==> src/rtl/mem_line_requester_pkg.sv <==
// Shared definitions for the cache-line requester: memory message codes,
// requester state encoding and a constant log2 helper.
package mem_line_requester_pkg;

  // Message codes on the main-memory port.
  localparam int unsigned NO_REQ   = 0;
  localparam int unsigned R_REQ    = 1;
  localparam int unsigned WB_REQ   = 2;
  localparam int unsigned MEM_RESP = 3;

  typedef enum logic [1:0] {
    S_IDLE,
    S_REQUEST,
    S_GAP,
    S_DONE
  } state_t;

  // Ceiling log2 usable in constant expressions.
  function automatic int unsigned f_log2(input int unsigned value);
    int unsigned result;
    result = 0;
    for (int unsigned i = 0; i < 32; i++) begin
      if ((32'd1 << i) < value) result = i + 1;
    end
    return result;
  endfunction

endpackage

==> src/rtl/mem_line_requester_timeout.sv <==
// Request watchdog: counts cycles spent waiting in one REQUEST state and
// flags expiry. Only built when MEM_REQ_TIMEOUT_EN is defined.
`ifdef MEM_REQ_TIMEOUT_EN
module req_timeout_counter
  import mem_line_requester_pkg::*;
#(
  parameter int TIMEOUT_CYCLES = 256
) (
  input  logic clock,
  input  logic reset,
  input  logic i_clear,
  input  logic i_enable,
  output logic o_expired
);

  localparam int unsigned CW = f_log2(TIMEOUT_CYCLES);

  logic [CW-1:0] r_count;

  // Count enabled cycles since the last clear, saturating at expiry.
  always_ff @(posedge clock or negedge reset) begin
    if (!reset) begin
      r_count <= '0;
    end else if (i_clear) begin
      r_count <= '0;
    end else if (i_enable && !o_expired) begin
      r_count <= r_count + 1'b1;
    end
  end

  // Expiry is seen during the last allowed cycle so the abort lands on it.
  assign o_expired = (r_count == CW'(TIMEOUT_CYCLES - 1));

endmodule
`endif

==> src/rtl/mem_line_requester.sv <==
// Cache-line requester: splits one line read/writeback into per-word
// R_REQ/WB_REQ transactions toward main memory and collects MEM_RESP.
// Optional feature macro: MEM_REQ_TIMEOUT_EN (REQUEST watchdog, error flag).
module mem_line_requester
  import mem_line_requester_pkg::*;
#(
  parameter int DATA_WIDTH     = 32,
  parameter int ADDRESS_WIDTH  = 32,
  parameter int MSG_BITS       = 4,
  parameter int WORDS_PER_LINE = 4,
  parameter int TIMEOUT_CYCLES = 256
) (
  input  logic                                 clock,
  input  logic                                 reset,
  input  logic                                 req_valid,
  output logic                                 req_ready,
  input  logic                                 req_write,
  input  logic [ADDRESS_WIDTH-1:0]             req_address,
  input  logic [WORDS_PER_LINE*DATA_WIDTH-1:0] req_data,
  output logic                                 resp_valid,
  output logic [WORDS_PER_LINE*DATA_WIDTH-1:0] resp_data,
  output logic                                 error,
  output logic [MSG_BITS-1:0]                  mem_msg_out,
  output logic [ADDRESS_WIDTH-1:0]             mem_address_out,
  output logic [DATA_WIDTH-1:0]                mem_data_out,
  input  logic [MSG_BITS-1:0]                  mem_msg_in,
  input  logic [ADDRESS_WIDTH-1:0]             mem_address_in,
  input  logic [DATA_WIDTH-1:0]                mem_data_in
);

  localparam int unsigned CNT_W  = f_log2(WORDS_PER_LINE);
  localparam int          LINE_W = WORDS_PER_LINE * DATA_WIDTH;

  localparam logic [MSG_BITS-1:0]      C_NO_REQ   = MSG_BITS'(NO_REQ);
  localparam logic [MSG_BITS-1:0]      C_R_REQ    = MSG_BITS'(R_REQ);
  localparam logic [MSG_BITS-1:0]      C_WB_REQ   = MSG_BITS'(WB_REQ);
  localparam logic [MSG_BITS-1:0]      C_MEM_RESP = MSG_BITS'(MEM_RESP);
  localparam logic [ADDRESS_WIDTH-1:0] C_ALIGN    = ~ADDRESS_WIDTH'(WORDS_PER_LINE - 1);
  localparam logic [CNT_W-1:0]         C_LAST     = CNT_W'(WORDS_PER_LINE - 1);

  // Elaboration guards on the configuration.
  if ((WORDS_PER_LINE < 2) || ((WORDS_PER_LINE & (WORDS_PER_LINE - 1)) != 0)) begin : g_bad_wpl
    $error("WORDS_PER_LINE must be a power of two >= 2");
  end
  if (TIMEOUT_CYCLES < 2) begin : g_bad_timeout
    $error("TIMEOUT_CYCLES must be >= 2");
  end

  state_t                   r_state, w_state;
  logic                     r_write, w_write;
  logic [ADDRESS_WIDTH-1:0] r_base, w_base;
  logic [LINE_W-1:0]        r_line, w_line;
  logic [CNT_W-1:0]         r_cnt, w_cnt, w_cnt_inc;
  logic [MSG_BITS-1:0]      r_msg, w_msg, w_req_msg;
  logic [ADDRESS_WIDTH-1:0] r_addr, w_addr;
  logic [DATA_WIDTH-1:0]    r_wdata, w_wdata;
  logic                     r_resp_valid, w_resp_valid;
  logic [LINE_W-1:0]        r_resp_data, w_resp_data;
  logic                     w_match, w_last;

  assign w_cnt_inc = r_cnt + 1'b1;
  assign w_match   = (mem_msg_in == C_MEM_RESP) && (mem_address_in == r_addr);
  assign w_last    = (r_cnt == C_LAST);
  assign w_req_msg = r_write ? C_WB_REQ : C_R_REQ;

`ifdef MEM_REQ_TIMEOUT_EN
  logic r_error, w_error, w_expired, w_to_clear, w_to_enable;

  // Restart the watchdog on every REQUEST entry (accept or end of GAP).
  assign w_to_clear  = ((r_state == S_IDLE) && req_valid) || (r_state == S_GAP);
  assign w_to_enable = (r_state == S_REQUEST);

  req_timeout_counter #(
    .TIMEOUT_CYCLES(TIMEOUT_CYCLES)
  ) u_timeout (
    .clock    (clock),
    .reset    (reset),
    .i_clear  (w_to_clear),
    .i_enable (w_to_enable),
    .o_expired(w_expired)
  );

  // Abort flag, held from the timed-out DONE until the next accept.
  always_ff @(posedge clock or negedge reset) begin
    if (!reset) r_error <= 1'b0;
    else        r_error <= w_error;
  end

  assign error = r_error;
`else
  assign error = 1'b0;
`endif

  // Next-state and next-output logic; every memory-side output is registered.
  always_comb begin
    w_state      = r_state;
    w_write      = r_write;
    w_base       = r_base;
    w_line       = r_line;
    w_cnt        = r_cnt;
    w_msg        = r_msg;
    w_addr       = r_addr;
    w_wdata      = r_wdata;
    w_resp_valid = 1'b0;
    w_resp_data  = r_resp_data;
`ifdef MEM_REQ_TIMEOUT_EN
    w_error      = r_error;
`endif
    case (r_state)
      S_IDLE: begin
        if (req_valid) begin
          w_write     = req_write;
          w_base      = req_address & C_ALIGN;
          w_line      = req_data;
          w_cnt       = '0;
          w_msg       = req_write ? C_WB_REQ : C_R_REQ;
          w_addr      = req_address & C_ALIGN;
          w_wdata     = req_write ? req_data[DATA_WIDTH-1:0] : '0;
          w_resp_data = '0;
`ifdef MEM_REQ_TIMEOUT_EN
          w_error     = 1'b0;
`endif
          w_state     = S_REQUEST;
        end
      end
      S_REQUEST: begin
        if (w_match) begin
          if (!r_write) w_resp_data[r_cnt*DATA_WIDTH +: DATA_WIDTH] = mem_data_in;
          w_msg   = C_NO_REQ;
          w_wdata = '0;
          if (w_last) begin
            w_state      = S_DONE;
            w_resp_valid = 1'b1;
          end else begin
            w_state = S_GAP;
          end
        end
`ifdef MEM_REQ_TIMEOUT_EN
        else if (w_expired) begin
          w_msg        = C_NO_REQ;
          w_wdata      = '0;
          w_error      = 1'b1;
          w_resp_valid = 1'b1;
          w_state      = S_DONE;
        end
`endif
      end
      S_GAP: begin
        // Memory has seen NO_REQ for one cycle; issue the next word.
        w_cnt   = w_cnt_inc;
        w_msg   = w_req_msg;
        w_addr  = r_base + ADDRESS_WIDTH'(w_cnt_inc);
        w_wdata = r_write ? r_line[w_cnt_inc*DATA_WIDTH +: DATA_WIDTH] : '0;
        w_state = S_REQUEST;
      end
      S_DONE: begin
        w_state = S_IDLE;
      end
      default: begin
        w_state = S_IDLE;
      end
    endcase
  end

  // State and output registers.
  always_ff @(posedge clock or negedge reset) begin
    if (!reset) begin
      r_state      <= S_IDLE;
      r_write      <= 1'b0;
      r_base       <= '0;
      r_line       <= '0;
      r_cnt        <= '0;
      r_msg        <= C_NO_REQ;
      r_addr       <= '0;
      r_wdata      <= '0;
      r_resp_valid <= 1'b0;
      r_resp_data  <= '0;
    end else begin
      r_state      <= w_state;
      r_write      <= w_write;
      r_base       <= w_base;
      r_line       <= w_line;
      r_cnt        <= w_cnt;
      r_msg        <= w_msg;
      r_addr       <= w_addr;
      r_wdata      <= w_wdata;
      r_resp_valid <= w_resp_valid;
      r_resp_data  <= w_resp_data;
    end
  end

  assign req_ready       = (r_state == S_IDLE);
  assign resp_valid      = r_resp_valid;
  assign resp_data       = r_resp_data;
  assign mem_msg_out     = r_msg;
  assign mem_address_out = r_addr;
  assign mem_data_out    = r_wdata;

endmodule

==> config.mk <==
export PLATFORM = sky130hd
export DESIGN_NAME = mem_line_requester
export DESIGN_NICKNAME = d
export VERILOG_FILES = /design/src/rtl/mem_line_requester_pkg.sv /design/src/rtl/mem_line_requester_timeout.sv /design/src/rtl/mem_line_requester.sv
export SDC_FILE = /design/constraint.sdc
export NUM_CORES = 1
export LEC_CHECK = 0
export CAP_MARGIN = 0
export CORE_MARGIN = 5
export CORE_UTILIZATION = 32
export CTS_BUF_LIST = sky130_fd_sc_hd__clkbuf_4 sky130_fd_sc_hd__clkbuf_8
export CTS_CLUSTER_DIAMETER = 150
export CTS_CLUSTER_SIZE = 30
export DETAILED_ROUTE_END_ITERATION = 10
export PLACE_DENSITY_LB_ADDON = 0.05
export SKIP_LAST_GASP = 1
export SYNTH_ARGS = -nofsm -noshare
export SYNTH_HDL_FRONTEND = slang
export SYNTH_SLANG_ARGS = --single-unit
==> constraint.sdc <==
create_clock -name clock -period 2.56 [get_ports clock]
set_input_delay 0.512 -clock clock [delete_from_list [all_inputs] [get_ports clock]]
set_output_delay 0.512 -clock clock [all_outputs]
set_load 0.005 [all_outputs]
==> impl_metrics.tcl <==
set metrics [dict create \
    final_common_cell "clkdlybuf4s50_1" \
    floorplan.die_area_mm2 0.0534 \
    worstHoldPathType "in2async" \
    vias_per_cell 4.84 \
    drive_above_1_share_pct 20.8 \
    powerDensity_mw_per_mm2 404 \
    synth_edf_count 0 \
    fin_crit_ns 2.42 \
    ys_ff_latch 356 \
    path_cells "xnor2_2 > nand4_1 > nor4_2 > buf_4 > and4_4 > buf_12 > and3_4 > buf_12 > mux2i_2" \
    drv_cap 0 \
    relSlewSlack_pct 60.8 \
    dr.pass1.iters 4 \
    hpwl_mm 34.2 \
    maxSlewViolCount 0 \
    worstPathRequired_ns 3.07 \
    io_buffers 425 \
    place_inst 2168 \
    grt_pass1_wl_mm 72.3 \
    grt-ovfl-total 0 \
    syn_area_mm2 0.0156 \
    wire_per_inst_um 22.0 \
    yosysWarningCount 0 \
    start_util_pct 32.1 \
    instances_no_fill 2195 \
    criticalPathCategory "reg2reg" \
    clk_pin_slew_worst_paths_ns 0.20 \
    grt_pass1_vias 11200 \
    die_y_um 231 \
    cts_buffers 15 \
    cts-htree-levels 1 \
    ff2ff_path_depth 9 \
    worst_pin_slew_ns 0.589 \
    rows 81 \
    grt_start_max_net_pins 70 \
    post-route-cell-area_mm2 0.0214 \
    coreArea_mm2 0.0486 \
    finalHoldViolations 0 \
    clk_latency_ns 0.60 \
    seq_area_mm2 0.00891 \
    setup_tns_ns 0 \
    clock-sinks 356 \
    skew_ns 0.0277 \
    drt-total-wl_mm 48.2 \
    pin_count 431 \
    multiInputGateArea_mm2 0.00641 \
    synth_cells 1152 \
    final_nets 1809 \
    seq_area_frac_synth_pct 57.0 \
    vias 10600 \
    setup.worst_path.end_class "register" \
    cp.arrival_ns 2.93 \
    clock_path_buffers 3 \
    ys.flop_type "dfrtp_1" \
    cp_slowest_cell "dfrtp_2" \
    worst-r2r-setup-slack_ns 0.14 \
    gp_congestion 0.756 \
    p_leak_uw 0.00985 \
    start_kind "register" \
    path_max_fanout 7 \
    clock-root-buffer "clkbuf_8" \
    rsz0062_at_grt "no" \
    avgSynthCellArea_um2 13.6 \
    drcViolationCount 0 \
    num-fill-cells 4532 \
    placed_area_mm2 0.0210 \
    r2r-end "resp_data[88]$_DFFE_PN0P_" \
    grt_util_all_layers_pct 17.3 \
    final_core_util_pct 44.1 \
    max_freq_mhz 413 \
    area_growth_pct 37.2 \
    ir_drop_mv 0.393 \
    finalPower_uw 8660 \
    final_antenna_net_count 0 \
    drt_iter0_drc 528 \
    max_stage_delay_ns 0.49 \
    ys_types 35 \
    status "completed" \
    final_cell_mix "423 x clkdlybuf4s50_1, 353 x dfrtp_1, 163 x nand2_1, 162 x mux2_2, 96 x a22o_1" \
    reg2reg_from "mem_address_out[3]$_DFFE_PN0P_" \
    antenna_found_initial 7 \
    async_reset_ff_share_pct 100 \
    fin_crit_sh_pct 94.6 \
    dieWidth_um 231 \
    crit_top_cell "buf_12" \
    setup_viol 0 \
    cts_tree "built" \
]
worst max-delay path by stage:
stage	startpoint	to	slack [ns]	cells after the start
2_1_floorplan	r_cnt[0]$_DFFE_PN0P_	mem_data_out[12]$_DFFE_PN0P_	0.11	8
3_3_place_gp	mem_address_in[13]	mem_data_out[17]$_DFFE_PN0P_	-0.61	10
3_5_place_dp	mem_address_in[13]	mem_data_out[22]$_DFFE_PN0P_	-0.55	10
4_1_cts	mem_address_out[3]$_DFFE_PN0P_	mem_data_out[17]$_DFFE_PN0P_	0.01	9
5_1_grt	mem_address_out[17]$_DFFE_PN0P_	resp_data[87]$_DFFE_PN0P_	0.006	9
6_report	mem_address_out[3]$_DFFE_PN0P_	resp_data[88]$_DFFE_PN0P_	0.14	9
synth_stat cells, drive strengths merged (4+ instances only):
master,count,share of area [%]
nor4,4,0.16
dfrtp,356,57
nand4,8,0.32
o21ai,32,1.0
and3,4,0.16
ha,8,0.64
mux2i,96,6.1
nor3,5,0.16
xnor2,28,1.6
nor2,10,0.24
nand3,6,0.22
a22o,96,5.4
buf,46,1.8
inv,5,0.12
nand2,164,3.9
mux2,192,15
xor2,4,0.22
mux4,32,4.6
clkbuf,40,0.96
routing by layer:
layer | vias to the layer above | GRT usage (%) | part of all wire [%]
li1 | 4918 | - | -
met1 | 5416 | 23.5 | 43
met2 | 258 | 28.9 | 49
met3 | 34 | 4.64 | 6.3
met4 | 6 | 2.38 | 1.4
met5 | - | 0.276 | 0.068
stage by stage:
stage          worst slack (ns)  hold slack, ns
6_report                  0.138           0.435
5_1_grt                 0.00594           0.420
4_1_cts                 0.00992           0.416
3_5_place_dp             -0.555           0.487
3_3_place_gp             -0.611           0.483
2_1_floorplan             0.106           0.216
layout make-up:
class / count / area share (%)
diodes: 4 / 0.0467
clock buffers: 16 / 0.998
clock inverters: 1 / 0.140
inverters: 6 / 0.105
multi-input cells: 706 / 29.9
flip-flops and latches: 356 / 41.6
well taps: 622 / 3.63
repair buffers: 484 / 23.6
flip-flops by register name, indices dropped and copies added, names as in the netlist:
signal,count
mem_address_out,31
r_state,2
mem_msg_out,2
r_cnt,1
resp_valid,1
r_write,1
mem_data_out,32
resp_data,128
r_base,30
r_line,128
cell families (layout without fill, tap and decap cells):
family                   Yosys count  count (layout)  synth area share (%)
other                              1               7                0.0240
adder cells (fa/ha/maj)            8               8                 0.640
AND/OR/NAND/NOR                  207             207                  5.49
AO/OA/AOI/OAI                    136             136                  6.82
flip-flops                       356             356                  57.0
multiplexers                     320             320                  25.3
XOR/XNOR                          32              32                  1.79
buffers and inverters             92             507                  2.91
where the power goes:
group / leakage (uW) / switching, uW / internal (uW)
clock: 0.000127 / 1740 / 661
combinational: 0.00475 / 255 / 373
sequential: 0.00497 / 0.0000378 / 5630
total: 0.00985 / 1990 / 6660
critical path, delay by kind of cell (launching register included):
family	cells	cell delay [ns]
and+or+nand+nor	4	0.99
DFF	1	0.49
buffers and inverters	3	0.46
muxes	1	0.22
xor gates and xnor gates	1	0.15
repair_timing:
action / 4_1_cts / 5_1_grt
hold buffers: 1 / 0
endpoints found under the setup margin: 78 / 84
pin swaps: 1 / 5
gates resized for setup: 6 / 12
cloned: 0 / 3
hold endpoints to repair: 42 / 0
buffers inserted: 0 / 2
No activity file was read; power rests on OpenSTA's default activity.
